<file path="src/rtl/sram_arbiter.sv">
// Two-to-one SRAM-like port arbiter: inst fetch vs. data path, one txn in flight.
// Define ARB_RR_EN for round-robin ties; default build gives data fixed priority.
module sram_arbiter (
  input  logic        clk,
  input  logic        resetn,
  input  logic        inst_req,
  input  logic        inst_wr,
  input  logic [1:0]  inst_size,
  input  logic [3:0]  inst_wstrb,
  input  logic [31:0] inst_addr,
  input  logic [31:0] inst_wdata,
  output logic        inst_addr_ok,
  output logic        inst_data_ok,
  output logic [31:0] inst_rdata,
  input  logic        data_req,
  input  logic        data_wr,
  input  logic [1:0]  data_size,
  input  logic [3:0]  data_wstrb,
  input  logic [31:0] data_addr,
  input  logic [31:0] data_wdata,
  output logic        data_addr_ok,
  output logic        data_data_ok,
  output logic [31:0] data_rdata,
  output logic        m_req,
  output logic        m_wr,
  output logic [1:0]  m_size,
  output logic [3:0]  m_wstrb,
  output logic [31:0] m_addr,
  output logic [31:0] m_wdata,
  input  logic        m_addr_ok,
  input  logic        m_data_ok,
  input  logic [31:0] m_rdata,
  output logic        owner_data,
  output logic        proto_err
);

  typedef enum logic [1:0] {
    IDLE = 2'd0,
    ADDR = 2'd1,
    DATA = 2'd2
  } state_t;

  state_t state;
  logic   any_req;
  logic   arb;
  logic   pick_data;
  logic   hit_a;
  logic   hit_d;

  assign any_req = inst_req | data_req;
  assign arb = any_req &
    ((state == IDLE) | ((state == DATA) & m_data_ok));

`ifdef ARB_RR_EN
  logic last_data;

  // On a tie the requester not granted most recently wins.
  assign pick_data = data_req & (~inst_req | ~last_data);

  always_ff @(posedge clk) begin
    if (!resetn) begin
      last_data <= 1'b0;
    end else if (arb) begin
      last_data <= pick_data;
    end
  end
`else
  assign pick_data = data_req;
`endif

  always_ff @(posedge clk) begin
    if (!resetn) begin
      state      <= IDLE;
      m_req      <= 1'b0;
      m_wr       <= 1'b0;
      m_size     <= 2'd0;
      m_wstrb    <= 4'd0;
      m_addr     <= 32'd0;
      m_wdata    <= 32'd0;
      owner_data <= 1'b0;
      proto_err  <= 1'b0;
    end else begin
      if ((m_data_ok && state != DATA) ||
          (m_addr_ok && state != ADDR)) begin
        proto_err <= 1'b1;
      end
      if (arb) begin
        owner_data <= pick_data;
        m_wr    <= pick_data ? data_wr    : inst_wr;
        m_size  <= pick_data ? data_size  : inst_size;
        m_wstrb <= pick_data ? data_wstrb : inst_wstrb;
        m_addr  <= pick_data ? data_addr  : inst_addr;
        m_wdata <= pick_data ? data_wdata : inst_wdata;
      end
      unique case (state)
        IDLE: begin
          if (arb) begin
            state <= ADDR;
            m_req <= 1'b1;
          end
        end
        ADDR: begin
          if (m_addr_ok) begin
            state <= DATA;
            m_req <= 1'b0;
          end
        end
        DATA: begin
          if (m_data_ok) begin
            state <= arb ? ADDR : IDLE;
            m_req <= arb;
          end
        end
        default: begin
          state <= IDLE;
          m_req <= 1'b0;
        end
      endcase
    end
  end

  assign hit_a = resetn & (state == ADDR) & m_addr_ok;
  assign hit_d = resetn & (state == DATA) & m_data_ok;

  assign inst_addr_ok = hit_a & ~owner_data;
  assign data_addr_ok = hit_a & owner_data;
  assign inst_data_ok = hit_d & ~owner_data;
  assign data_data_ok = hit_d & owner_data;
  assign inst_rdata   = inst_data_ok ? m_rdata : 32'd0;
  assign data_rdata   = data_data_ok ? m_rdata : 32'd0;

endmodule

</file>
<file path="config.mk">
export PLATFORM = sky130hd
export DESIGN_NAME = sram_arbiter
export DESIGN_NICKNAME = d
export VERILOG_FILES = /design/src/rtl/sram_arbiter.sv
export SDC_FILE = /design/constraint.sdc
export NUM_CORES = 1
export LEC_CHECK = 0
export CORE_AREA = 2 2 123 125
export DETAILED_ROUTE_END_ITERATION = 10
export DIE_AREA = 0 0 125 127
export PLACE_DENSITY = 0.73
export SKIP_CTS_REPAIR_TIMING = 1
export SLEW_MARGIN = 5
export SYNTH_ARGS = -nofsm -noshare
export SYNTH_HDL_FRONTEND = slang
export SYNTH_SLANG_ARGS = --single-unit
</file>
<file path="constraint.sdc">
create_clock -name clk -period 1.8 [get_ports clk]
set_input_delay 0.27 -clock clk [delete_from_list [all_inputs] [get_ports clk]]
set_output_delay 0.27 -clock clk [all_outputs]
set_load 0.01 [all_outputs]
</file>
-- After elaboration in Yosys (flattened, before gate mapping)
Index checks and enable logic that the tools add are counted.
- reduce and logical (&&, ||, !) cells: 5
- multiplexer cells: 16
- bitwise gates (word level): 13
- eq/ne operators: 7
- operators by type and width (operator ; count):
    2-to-1 mux 32 bit ; 4
    AND 1 bit ; 10
    2-to-1 mux 2 bit ; 4
    inequality test 2 bit (second input constant) ; 4
    one-hot mux 2 bit (3 select lines) ; 1
    2-to-1 mux 1 bit ; 5
    2-to-1 mux 4 bit ; 1
    one-hot mux 1 bit (3 select lines) ; 1
    AND reduction 3 bit ; 1
    equality test 2 x 1 -> 1 bit (second input constant) ; 1
    equality test 2 bit (second input constant) ; 1
    logical AND 1 bit ; 2
    zero test 2 bit ; 1
    inequality test 2 x 1 -> 1 bit (second input constant) ; 1
    bitwise OR 1 bit ; 2
    logical OR 1 bit ; 1
    NOT 1 bit ; 1
- bits of input ports: 180
- flip-flop bits (word level): 76
- output and inout port bits: 142

-- Logic depth before layout (Yosys ltp)
- depth after elaboration: 7
- depth in mapped cells: 6
- mapped depth without buffers: 3

-- Worst setup path before layout
No wires, ideal clock.
- path kind: reg2out
- start: register owner_data
- end: output port data_rdata[21]
- cell stages (with the launch flop): 5
- data arrival time: 1.262 ns
- path buffers: 1
- data required time: 1.530 ns
- setup slack: 0.268 ns
- path through: dfxtp_1 inv_2 nor4_4 buf_6 and2_1
- word-level cells in the longest chain between the ends: 2
- ends and longest elaborated chain (item ; line ; RTL):
    start, declared ; 33 ; output logic owner_data,
    start signal, assigned ; 88 ; owner_data <= pick_data;
    AND 1 bit ; 128 ; assign data_data_ok = hit_d & owner_data;
    via data_data_ok ; 22 ; output logic data_data_ok,
    2-to-1 mux 32 bit ; 130 ; assign data_rdata = data_data_ok ? m_rdata : 32'd0;
    end, declared ; 23 ; output logic [31:0] data_rdata,
The timed path passes the listed nets, and every way through them passes these cells.

-- Final worst setup path
- start: register owner_data
- end: output port data_rdata[10]
- word-level cells in the longest chain between the ends: 2
- ends and longest elaborated chain (item ; line):
    AND 1 bit ; 128
    2-to-1 mux 32 bit ; 130
No other way between the ends.

==> results.json <==
{
  "cp-start-kind": "flop",
  "grt_pass1_wl_um": 22700,
  "ios": 322,
  "post-route-period-util": 1.10,
  "syn_inst": 497,
  "drv_cap": 0,
  "cp.buffers_inverters": 4,
  "maxSlewViolCount": 0,
  "netlist_area_mm2": 0.00447,
  "ir_drop_v": 0.000437,
  "dp_hpwl_um": 11800,
  "drtAntennaViolNets": 0,
  "netlist-cell-type-count": 26,
  "fin_setup_tns_ns": -8.84,
  "h-tree-depth": 3,
  "seq_area_frac_synth": 0.340,
  "syn_to_final_growth_pct": 91.4,
  "dieArea_mm2": 0.0159,
  "die_x_um": 125,
  "slew_headroom": 0.589,
  "worst_clock_skew_ns": 0.0113,
  "clk_pin_slew_worst_paths_ns": 0.06,
  "pre_cts_ws_ns": -0.462,
  "final_common_cell": "clkdlybuf4s50_1",
  "post-route-min-period_ns": 1.99,
  "cts_made_buffers": 9,
  "layout-drive-gt1-share": 0.304,
  "cts.sinks": 76,
  "grt_usage": 0.176,
  "layout.nets": 1004,
  "worst_pin_slew_ns": 0.617,
  "portBuffers": 321,
  "fmaxAchievable_mhz": 503,
  "grt_pass1_vias": 4576,
  "hold-worst-slack_ns": 0.456,
  "setup_viol": 59,
  "rows": 44,
  "drt-initial-drc-count": 132,
  "setup_ws_ns": -0.188,
  "dp_cells": 983,
  "diodes": 0,
  "rsz0062_at_grt": "yes",
  "synth_edf_count": 0,
  "critPathMaxStageDelay_ns": 0.38,
  "path_class": "reg2out",
  "crit_chain": "inv_2 -> nor4_4 -> buf_4 -> buf_8 -> and2_4 -> buf_6",
  "yosys_most_used_dff": "dfxtp_1",
  "gp_congestion": 0.872,
  "syn_area_per_cell_um2": 9.00,
  "yosysWarnings": 0,
  "antenna_found_initial": 0,
  "mostFrequentLayoutCells": "251 x clkdlybuf4s50_1, 143 x nand2_1, 74 x dfxtp_1, 71 x mux2_2, 71 x mux2i_1",
  "hold_violations": 0,
  "clock-root-buffer": "clkbuf_16",
  "first_pass_iters": 4,
  "power_mw": 5.42,
  "crit_family": "simple AND/OR/NAND/NOR gates",
  "reg2reg_from": "state[0]",
  "ys_ff_latch": 76,
  "tritoncts": "yes",
  "leakage_nw": 3.71,
  "hold_start": "m_addr[8]",
  "core_mm2": 0.0144,
  "cts_buffer_depth": 2,
  "n_fill_cell": 1256,
  "overflow": 0,
  "violations": "setup timing",
  "routed_wl_um": 16400,
  "path_max_fanout": 8,
  "synthArstFlopShare": 0,
  "wire_per_inst_um": 16.2,
  "cpMaxStageDelayCell": "nor4_4",
  "route.detailed.drc": 0,
  "vias": 4682,
  "end_kind": "output port",
  "synthesis.nets": 677,
  "drt-vias-per-instance": 4.63,
  "crit_start": "owner_data",
  "hold_class": "reg2reg",
  "grt_max_degree": 146,
  "die-height_um": 127,
  "instances_no_fill": 1012,
  "start_util": 0.310,
  "clk_latency_ns": 0.33,
  "pwr_density_cell_mw_per_mm2": 634,
  "required_ns": 1.53,
  "worstPathArrival_ns": 1.72,
  "status": "complete, but fails checks"
}
-- tightest hold or removal path, stage by stage, from the launching register on --
cell and delay, ns:
dfxtp_1 0.31, nand2_1 0.05, mux2i_1 0.05
-- synth_stat cells, types with 2 or more instances --
cell type / count / share of area
inv_1: 3 / 0.0025
dfxtp_1: 76 / 0.34
buf_6: 15 / 0.038
mux2i_1: 71 / 0.16
clkbuf_1: 15 / 0.013
buf_4: 7 / 0.012
mux2_2: 71 / 0.18
nor4_4: 2 / 0.0095
buf_2: 3 / 0.0034
nor2b_1: 2 / 0.0028
nor2_1: 7 / 0.0059
a311oi_1: 2 / 0.0039
nand2_1: 144 / 0.12
o21ai_0: 3 / 0.0034
inv_2: 2 / 0.0017
and2_1: 64 / 0.090
-- worst paths after layout --
kind	to	slack [ns]	cells after the start
max reg2reg	m_wdata[17]	0.33	6
min reg2reg	m_addr[8]	0.46	2
max	data_rdata[10]	-0.19	6
min	m_addr[8]	0.46	2
-- registers in the layout (all words and copies together), names as in the netlist --
| name | cells |
|---|---|
| m_wstrb | 4 |
| proto_err | 1 |
| state | 2 |
| owner_data | 1 |
| m_size | 2 |
| m_addr | 32 |
| m_req | 1 |
| m_wr | 1 |
| m_wdata | 32 |
-- through the flow --
stage	area, um^2	utilization
after floorplan	4470	-
after CTS	8160	0.566
after detailed placement	7850	0.544
final	8560	0.593
after global placement	7850	0.544
after global routing	8560	0.593
-- routing by layer --
layer  global-route usage  routed length [um]
met5                    0                   0
met4               0.0686                 458
met3               0.0431                1130
met2                0.358                9020
met1                0.167                5750
-- logic make-up (layout without fill, tap and decap cells) --
family          count (synthesis)  after routing  share of synthesized area
mux                           142            142                      0.338
simple gates                  222            222                      0.232
compound gates                 12             12                     0.0204
flops                          76             76                      0.340
buf+inv                        45            376                     0.0696
-- cell type report --
class | instances | area [um^2] | share of cell area
timing repair buffer | 356 | 3690 | 0.431
multi-input combinational | 376 | 2780 | 0.325
sequential | 76 | 1520 | 0.178
tap | 184 | 230 | 0.0269
clock buffer | 9 | 225 | 0.0263
clock inverter | 6 | 87.6 | 0.0102
inverter | 5 | 18.8 | 0.00219
-- power breakdown --
group / internal, mW / switching (mW)
Clock: 1.21 / 0.697
Combinational: 0.980 / 0.599
Sequential: 1.85 / 0.0873
Total: 4.04 / 1.38
No activity file was read; power rests on OpenSTA's default activity.
